File: config.mk
export PLATFORM = sky130hd
export DESIGN_NAME = tick_period_monitor
export DESIGN_NICKNAME = d
export VERILOG_FILES = /design/src/rtl/tick_period_monitor.sv
export SDC_FILE = /design/constraint.sdc
export NUM_CORES = 1
export LEC_CHECK = 0
export ABC_CLOCK_PERIOD_IN_PS = 4100
export CORE_ASPECT_RATIO = 0.75
export CORE_MARGIN = 5
export CORE_UTILIZATION = 59
export CTS_BUF_LIST = sky130_fd_sc_hd__clkbuf_8
export CTS_CLUSTER_DIAMETER = 120
export DETAILED_ROUTE_END_ITERATION = 7
export GPL_ROUTABILITY_DRIVEN = 0
export PLACE_DENSITY = 0.87
export SYNTH_ARGS = -nofsm -noshare
export SYNTH_HDL_FRONTEND = slang
export SYNTH_SLANG_ARGS = --single-unit
export TNS_END_PERCENT = 10
File: constraint.sdc
create_clock -name clk_1ms -period 4.1 [get_ports clk_1ms]
set_clock_uncertainty 0.15 [all_clocks]
set_input_delay 0.82 -clock clk_1ms [delete_from_list [all_inputs] [get_ports clk_1ms]]
set_output_delay 0.82 -clock clk_1ms [all_outputs]
set_load 0.05 [all_outputs]
File: src/rtl/tick_period_monitor.sv
// Tick-pulse period monitor: measures spacing of divider ticks on clk_1ms, locks onto
// the expected period and flags early or missing ticks with sticky error bits and counters.
module tick_period_monitor #(
    parameter int EXP_PERIOD = 6,
    parameter int TOL        = 0,
    parameter int LOCK_COUNT = 4,
    parameter int CNT_W      = 16
) (
    input  logic             clk_1ms,
    input  logic             reset,
    input  logic             tick_in,
    input  logic             clear_fault,
    output logic             locked,
    output logic             fault,
    output logic             early_err,
    output logic             late_err,
    output logic [7:0]       period_last,
    output logic [CNT_W-1:0] tick_count,
    output logic [7:0]       missed_count
);
    // state   | meaning
    // IDLE    | waiting for the first tick event
    // ACQUIRE | counting consecutive in-tolerance periods
    // LOCKED  | period tracked; early/late ticks cause FAULT
    // FAULT   | error latched until clear_fault
    typedef enum logic [1:0] {IDLE, ACQUIRE, LOCKED, FAULT} state_t;

    localparam logic [7:0] P_LO     = 8'(EXP_PERIOD - TOL);
    localparam logic [7:0] P_HI     = 8'(EXP_PERIOD + TOL);
    localparam logic [7:0] DEADLINE = 8'(EXP_PERIOD + TOL - 1);
    localparam logic [3:0] LOCK_N   = 4'(LOCK_COUNT);

    state_t     state;
    logic       tick_d;
    logic [7:0] cnt;
    logic [3:0] good_run;
    logic       ev;
    logic [7:0] period_meas;
    logic       in_tol;

    assign ev          = tick_in & ~tick_d;
    assign period_meas = (cnt == 8'hFF) ? 8'hFF : cnt + 8'd1;
    assign in_tol      = (period_meas >= P_LO) && (period_meas <= P_HI);
    assign locked      = (state == LOCKED);
    assign fault       = (state == FAULT);

    always_ff @(posedge clk_1ms) begin
        if (reset) begin
            state        <= IDLE;
            tick_d       <= 1'b1;
            cnt          <= 8'd0;
            good_run     <= 4'd0;
            early_err    <= 1'b0;
            late_err     <= 1'b0;
            period_last  <= 8'd0;
            tick_count   <= '0;
            missed_count <= 8'd0;
        end else begin
            tick_d <= tick_in;

            if (ev)
                cnt <= 8'd0;
            else if (cnt != 8'hFF)
                cnt <= cnt + 8'd1;

            if (ev)
                tick_count <= tick_count + CNT_W'(1);

            // The first event after IDLE has no valid preceding tick to measure against.
            if (ev && state != IDLE)
                period_last <= period_meas;

            unique case (state)
                IDLE: begin
                    if (ev) begin
                        state    <= ACQUIRE;
                        good_run <= 4'd0;
                    end
                end
                ACQUIRE: begin
                    if (ev) begin
                        if (in_tol) begin
                            good_run <= good_run + 4'd1;
                            if (good_run + 4'd1 == LOCK_N)
                                state <= LOCKED;
                        end else begin
                            good_run <= 4'd0;
                        end
                    end else if (cnt == 8'hFF) begin
                        state <= IDLE;
                    end
                end
                LOCKED: begin
                    if (ev) begin
                        if (period_meas < P_LO) begin
                            state     <= FAULT;
                            early_err <= 1'b1;
                        end
                    end else if (cnt == DEADLINE) begin
                        state    <= FAULT;
                        late_err <= 1'b1;
                        if (missed_count != 8'hFF)
                            missed_count <= missed_count + 8'd1;
                    end
                end
                FAULT: begin
                    if (clear_fault) begin
                        early_err <= 1'b0;
                        late_err  <= 1'b0;
                        good_run  <= 4'd0;
                        state     <= ev ? ACQUIRE : IDLE;
                    end
                end
                default: state <= IDLE;
            endcase
        end
    end
endmodule

==> results.yml <==
synth:
  syn_avg_cell_area_sq_um: 8.48
  synth_top_cell_by_area: "dfxtp_1"
  syn-cell-area_sq_mm: 0.00243
  ys_warn_count: 0
  ys_seq_area_frac: 0.403
  syn-num-nets: 296
  netlist_top_cells_area: "dfxtp_1, nor2_1, xnor2_1"
  netlist.area_leader.share: 0.403
  synthCells: 287
  ys_async_sr_fraction: 0
  synth_common_cells: "dfxtp_1, nor2_1, nand2_1, xnor2_1, a21oi_1"
  ys_ff_latch: 49
  synth.distinct_cells: 51
  yosysMostFrequentCell: "dfxtp_1"
  synth-edff-count: 0
  ys.flop_type: "dfxtp_1"
clock_network:
  clock-root-buffer: "clkbuf_8"
  htreeDepth: 2
  clk_pin_slew_ps: 90
  clock-sinks: 49
  clockBufferDepth: 2
  cts_tree: "yes"
  cts_setup_buffers: 0
  numCtsBuffers: 5
  cts_resized: 0
  insertion_delay_ps: 310
  cts_hold_buf: 0
timing:
  setup_slack_ps: 1150
  slew_viol_final: 0
  fin_crit_ps: 2950
  finalHoldViolations: 0
  max_freq_ghz: 0.339
  post-route-period-util: 0.719
  finalSetupViolations: 0
  tightest_slew_ps: 768
  relSlewSlack: 0.486
  setup-tns-final_ps: 0
  whs_ps: 315
  rsz0062_at_grt: "no"
global_routing:
  grt_pass1_vias: 2027
  antenna_found_initial: 0
  grt_usage: 0.211
  grt_max_degree: 23
  grt_pass1_wl_mm: 9.54
  grt_overflow: 0
routing:
  via_per_inst: 5.76
  wl_per_cell_um: 14.5
  via_count: 2155
  ant_nets: 0
  drc: 0
  drt_iter0_drc: 178
  wirelength_mm: 5.41
  dr.pass1.iters: 5
outcome:
  outcome: "finished, final reports clean"
die:
  ios: 40
  num_rows: 20
  die_area_sq_mm: 0.00552
  core-area_sq_mm: 0.00403
  die_y_um: 65.6
  die_w_um: 84.2
  start_util: 0.604
final_layout:
  fin_area_sq_mm: 0.00294
  nets: 327
  layout-drive-gt1-share: 0.0658
  final_cell_count_no_fill: 374
  num_antenna_cells: 0
  fillers: 326
  fin_util: 0.731
  syn2layout_area_growth_pct: 21.0
critical_path:
  path_max_fanout: 11
  critPathKind: "flop to primary output"
  worst_setup_path_start_kind: "flop"
  worst-endpoint-required_ps: 3130
  worstPathArrival_ps: 1980
  critPathCaptureType: "primary output"
pwr:
  p_comb_frac: 0.049
  p_int_mw: 0.740
  p_clk_frac: 0.431
  p_leak_nw: 0.936
  power_switching_mw: 0.201
  vdd_drop_max_mv: 0.290
  p_total_mw: 0.941
  power.share.sequential: 0.520
  p_per_area_mw_per_mm2: 319
  p_sw_frac: 0.213
placement:
  post-dp-hpwl_mm: 3.89
  dp_cells: 366
  dpl-instance-area_sq_mm: 0.00281
  preCtsSetupSlack_ps: 843
  io_buffers: 39
worst_hold_path:
  worstHoldPathType: "flop to flop"
run:
  max_cap_violations: 0
[sequential cells by signal (all words and copies together), names as in the netlist, named ones only]
register,cells
early_err,1
cnt,8
missed_count,8
good_run,4
state,1
late_err,1
tick_count,16
tick_d,1
period_last,8
[critical path, cell delays in order (launching register included)]
cell             delay (ps)
dfxtp_1                 510
nor2b_1                 300
clkdlybuf4s50_1         860
[final cells by class]
cell class | instances | area [sq um] | share of cell area
inverter | 6 | 22.5 | 0.00765
multi-input combinational | 215 | 1330 | 0.453
clock inverter | 3 | 65.1 | 0.0221
clock buffer | 5 | 68.8 | 0.0234
tap | 55 | 68.8 | 0.0234
timing repair buffer | 41 | 405 | 0.138
sequential | 49 | 981 | 0.333
[logic make-up (layout without fill, tap and decap cells)]
logic type,count (synthesis),after routing,synth area share
xor+xnor,22,22,0.0792
compound gates,50,50,0.150
mux,1,1,0.00411
buf+inv,23,55,0.0494
simple gates,137,137,0.289
fa+ha+maj,5,5,0.0257
flops,49,49,0.403
[final timing paths]
check | from | end | slack, ps | cells after the start
worst max-delay path | flop | locked | 1150 | 2
worst min-delay path | early_err$_SDFFE_PP0P_ | early_err$_SDFFE_PP0P_ | 310 | 2
worst max register to register | cnt[0]$_SDFFE_PP0N_ | good_run[3]$_SDFFE_PP0P_ | 1600 | 6
worst min register to register | early_err$_SDFFE_PP0P_ | early_err$_SDFFE_PP0P_ | 310 | 2
[cell usage in the layout, fill, tap and decap left out, types with 2 or more instances in the layout]
master / netlist / layout
a311oi_1: 3 / 3
ha_1: 5 / 5
bufinv_16: 0 / 2
clkdlybuf4s50_1: 0 / 39
nand3b_1: 2 / 2
and3_4: 2 / 2
nor2_1: 42 / 42
nor3_1: 10 / 10
nor3b_1: 2 / 2
nor2b_1: 4 / 4
nand2_1: 30 / 30
dfxtp_1: 49 / 49
a31oi_1: 4 / 4
nand3_1: 9 / 9
a41oi_1: 2 / 2
a21oi_1: 14 / 14
inv_1: 6 / 6
buf_4: 2 / 2
o21ai_0: 9 / 9
clkbuf_8: 0 / 5
a211oi_1: 5 / 5
nand4_1: 10 / 10
xor2_1: 6 / 6
xnor2_1: 16 / 16
nand2b_1: 2 / 2
and4_1: 3 / 3
nor4_1: 7 / 7
or3_1: 4 / 4
o21a_1: 2 / 2
[power groups by stage]
stage / registers, mW / clock network (mW) / logic [mW]
2_1_floorplan: 0.500 / 0 / 0.0327
3_3_place_gp: 0.500 / 0 / 0.0451
3_5_place_dp: 0.500 / 0 / 0.0456
4_1_cts: 0.489 / 0.402 / 0.0458
5_1_grt: 0.491 / 0.430 / 0.0507
6_report: 0.489 / 0.405 / 0.0462
[per-layer routing]
metal	vias up	share of wire	global-route usage
li1	1089	-	-
met1	1008	0.50	0.297
met2	50	0.44	0.324
met3	8	0.048	0.0439
met4	0	0.012	0.0643
met5	-	0	0
No activity file was read; power rests on OpenSTA's default activity.
==> RTL change 1, RTL diff (config.mk and constraints unchanged) <==
The 4 states of `state_t` get a one-hot encoding in 4 bits.
--- a/src/rtl/tick_period_monitor.sv
+++ b/src/rtl/tick_period_monitor.sv
@@ -23,7 +23,7 @@
     // ACQUIRE | counting consecutive in-tolerance periods
     // LOCKED  | period tracked; early/late ticks cause FAULT
     // FAULT   | error latched until clear_fault
-    typedef enum logic [1:0] {IDLE, ACQUIRE, LOCKED, FAULT} state_t;
+    typedef enum logic [3:0] {IDLE = 4'b0001, ACQUIRE = 4'b0010, LOCKED = 4'b0100, FAULT = 4'b1000} state_t;
 
     localparam logic [7:0] P_LO     = 8'(EXP_PERIOD - TOL);
     localparam logic [7:0] P_HI     = 8'(EXP_PERIOD + TOL);
Formal check against the unedited RTL: same outputs for any inputs over 10 cycles, from zero or initial values and one cycle with reset high; not proved beyond that.
==> RTL change 1 against the original RTL <==
- count of clock-buffer cells in the layout unchanged
- design area is 2.0% higher
- sequential cell count up 2
- non-clock buffer count is 1 higher
- worst setup slack worse by 0.12 ns
- synthesized cell count shrank 2.1%
- critical path depth stayed put
- wire length down 0.37%
- worst hold slack lost 0.0036 ns
- via count down 1.7%
- largest cell class unchanged
- register-to-register slack improved by 0.22 ns
- area after synthesis increased by 2.2%
Power is not compared: it rests on default switching activity, and its combinational part moved more than twofold at a synthesized area within 25%.
==> RTL change 1: results (changes against the original RTL) <==
| Metric | Value |
|---|---|
| Status | finished, final reports clean |
| CP max FO | 7 (-4) |
| Leakage Power | 1.08 nW |
| Largest net degree at the start of global routing | 22 (-4.3%) |
| Share of cells above drive strength 1 | 9.38% (+2.8 points) |
| Most used DFF post-synth | dfxtp_1 |
| Adder-Cell Fraction of Synth Area | 3.02% (+0.45 points) |
| Vias in the first global route | 2015 (-0.59%) |
| First-pass GRT wire length | 9.20 mm (-3.5%) |
| Most common library cells after synthesis | dfxtp_1 (51), nor2_1 (51), nand2_1 (24) |
| Worst-Margin Slew | 0.847 ns (+0.0788 ns) |
| Synthesized net count | 291 (-1.7%) |
| Xor and xnor area share after synthesis | 8.10% (+0.18 points) |
| Post-synthesis mux area share | 1.21% (+0.80 points) |
| DR vias/cell | 5.65 (-1.9%) |
| Initial DRC count | 180 (+1.1%) |
| Sequential-to-total area share from yosys stat | 41.0% (+0.74 points) |
| Grt met3 use | 5.23% (+0.84 points) |
| GRT met1 Usage | 27.5% (-2.1 points) |
| GR Util All Layers | 20.3% (-0.77 points) |
| Fillers | 318 (-2.5%) |
| Compound-Gate Fraction of Synth Area | 14.5% (-0.47 points) |
| Top cells by area, synth | dfxtp_1 (41%), nor2_1 (7.7%), xor2_1 (6.0%) |
| Nets | 330 (+0.92%) |
| DP HPWL | 3.98 mm (+2.3%) |
| M2 GR Usage | 31.0% (-1.4 points) |
| Netlist cell types | 56 (+9.8%) |
| Final wirelength | 5.39 mm (-0.37%) |
| Pre-Repair DR Iteration Count | 4 (-1) |
==> RTL change 1: routing by layer <==
layer	vias up	routed length, µm
met2	60	2370
met5	-	0
li1	1060	-
met4	0	69
met3	10	358
met1	989	2590
==> RTL change 1: worst paths after layout <==
path | end | slack, ns | cells past startpoint | from
max | fault | 1.04 | 2 | state[0]
min | period_last[7] | 0.31 | 2 | period_last[7]
max reg2reg | state[1] | 1.82 | 7 | cnt[0]
min reg2reg | period_last[7] | 0.31 | 2 | period_last[7]
==> RTL change 1: power by group through the flow <==
stage | Sequential [W] | Clock, W | Combinational (W)
finish | 0.000535 | 0.000328 | 0.000172
global placement | 0.000545 | 0 | 0.000166
CTS | 0.000534 | 0.000334 | 0.000168
global route | 0.000538 | 0.000359 | 0.000186
detailed placement | 0.000546 | 0 | 0.000167
floorplan | 0.000566 | 0 | 0.000105
==> RTL change 1: area by class of cell <==
cell class	count	area [µm²]	share of cell area (%)
sequential	51	1020	34.0
tap	55	68.8	2.29
inverter	5	18.8	0.625
clock inverter	2	33.8	1.13
clock buffer	5	68.8	2.29
timing repair buffer	42	413	13.8
multi-input combinational	215	1380	45.9
==> RTL change 1: through the flow <==
stage / hold slack [ns] / instances / util, % / area (µm²) / setup slack [ns]
after detailed placement: 0.302 / 368 / 71.5 / 2900 / 1.13
final: 0.311 / 375 / 74.1 / 3000 / 1.04
after floorplan: 0.308 / 281 / - / 2490 / 1.66
after global routing: 0.330 / 375 / 74.1 / 3000 / 0.962
after CTS: 0.313 / 375 / 74.1 / 3000 / 1.04
after global placement: 0.297 / 368 / 71.5 / 2900 / 1.29
==> RTL change 1: critical path: stages, from the launching register on <==
cell and delay (ns):
dfxtp_1 0.38, nor4b_2 0.50, clkdlybuf4s50_1 0.91
==> RTL change 2, RTL diff (same settings) <==
Made on the original files. Change the parameter `CNT_W` from 16 to 12.
--- a/src/rtl/tick_period_monitor.sv
+++ b/src/rtl/tick_period_monitor.sv
@@ -4,7 +4,7 @@
     parameter int EXP_PERIOD = 6,
     parameter int TOL        = 0,
     parameter int LOCK_COUNT = 4,
-    parameter int CNT_W      = 16
+    parameter int CNT_W      = 12
 ) (
     input  logic             clk_1ms,
     input  logic             reset,
Ports: changed (resized tick_count); port bits go from 40 to 36. The function was not compared with the original's and may differ.
==> RTL change 2 against the original RTL <==
- worst hold slack improved by 0.010 ns
- global-route usage down 0.85 points
- sequential cell count fell by 4
- non-clock buffer count fell by 5
- synthesized cell count decreased by 18%
- wire length shrank 16%
- power shrank 19%
- area after synthesis fell by 14%
- worst setup slack improved by 0.12 ns
- design area decreased by 14%
- utilization is 2.5 points higher
- critical path depth stayed put
- combinational power decreased by 0.9%
==> RTL change 2: results (changes against the original RTL) <==
| Metric | Value |
|---|---|
| First-pass GRT wire length | 7.61 mm (-20%) |
| GR Util All Layers | 20.2% (-0.85 points) |
| CP max FO | 9 (-2) |
| Compound-Gate Fraction of Synth Area | 12.5% (-2.4 points) |
| Int Power | 0.000577 W (-22%) |
| Xor and xnor area share after synthesis | 8.40% (+0.49 points) |
| Sequential-to-total area share from yosys stat | 43.2% (+2.9 points) |
| Status | finished, final reports clean |
| Clock Pin Slew Worst Setup and Hold Paths | ~0.08 ns |
| Pre-Repair DR Iteration Count | 4 (-1) |
| Crit path DAT | 1.86 ns (-0.12 ns) |
| Clock Latency Late Sink | 0.30 ns |
| Synthesized net count | 245 (-17%) |
| Met3 WL | 247 µm (-5.7%) |
| Grt met3 use | 4.39% (unchanged) |
| Reg2reg start | cnt[0] |
| IO buf count | 35 (-10%) |
| Initial DRC count | 127 (-29%) |
| M2 GR Usage | 33.4% (+0.99 points) |
| VDD IR-drop max | 221 µV (-24%) |
| Leakage Power | 0.866 nW (-7.5%) |
| WL met2 | 2.12 mm (-11%) |
| DR vias/cell | 5.84 (+1.4%) |
| Most common library cells after synthesis | dfxtp_1 (45), nor2_1 (44), a21oi_1 (13), nand2_1 (13), xnor2_1 (12) |
| Vias | 1811 (-16%) |
| Vias in the first global route | 1673 (-17%) |
| Cells after Synth | 236 (-18%) |
| Max reg flops | 12 (-4) |
| Dpl ws | 1.16 ns (+0.318 ns) |
| Inst Count DP | 302 (-17%) |
| Largest net degree at the start of global routing | 20 (-13%) |
| Adder-Cell Fraction of Synth Area | 3.00% (+0.43 points) |
| Post-synthesis mux area share | 0.960% (+0.55 points) |
| DP HPWL | 3.33 mm (-15%) |
| Cell Area, Placed | 0.00245 mm² (-13%) |
| Hold Startpoint | late_err |
| Netlist cell types | 44 (-14%) |
| Relative slew slack | 46.8% (-1.8 points) |
| Top cells by area, synth | dfxtp_1 (43%), nor2_1 (7.9%), xnor2_1 (5.0%) |
| Crit-path max cell delay | 0.84 ns (-0.02 ns) |
| WL met1 | 2.15 mm (-21%) |
| Drt wl/cell | 14.7 µm (+1.7%) |
| Share of cells above drive strength 1 | 7.04% (+0.45 points) |
| Nets | 278 (-15%) |
-- RTL change 2: cell types whose count changed after synthesis, sizes merged, moves of 4 or more --
| cell | before | now |
|---|---|---|
| clkbuf | 9 | 5 |
| dfxtp | 49 | 45 |
| nand2 | 30 | 13 |
| nand4 | 11 | 3 |
| nor3 | 11 | 6 |
| xnor2 | 16 | 12 |
-- RTL change 2: tightest hold or removal path, cell delays in order, from the launching register on --
cell	delay (ns)
dfxtp_1	0.32
inv_1	0.05
a21oi_1	0.06
-- RTL change 2: power by group through the flow --
stage	clock network [W]	logic [W]	registers, W
2_1_floorplan	0	0.0000268	0.000462
3_3_place_gp	0	0.0000439	0.000458
3_5_place_dp	0	0.0000449	0.000458
4_1_cts	0.000272	0.0000454	0.000448
5_1_grt	0.000295	0.0000501	0.000449
6_report	0.000267	0.0000458	0.000448
-- RTL change 2: cell type report --
type / instances / area (µm²)
clock buffers: 5 / 68.8
clock inverters: 3 / 18.8
fillers: 252 / 818
inverters: 3 / 11.3
multi-input cells: 178 / 1130
flip-flops and latches: 45 / 901
well taps: 40 / 50.0
repair buffers: 36 / 358
-- RTL change 2: path summary, 6_finish.rpt --
kind / to / slack (ns) / depth (start not counted)
max: locked / 1.27 / 2
min reg2reg: late_err / 0.32 / 2
min: late_err / 0.32 / 2
max reg2reg: good_run[2] / 1.72 / 6
-- RTL change 2: cell families after synthesis --
group                    count (synthesis)
adder cells (fa/ha/maj)                  5
multiplexers                             2
flip-flops                              45
AO/OA/AOI/OAI                           41
XOR/XNOR                                20
buffers and inverters                   13
AND/OR/NAND/NOR                        110
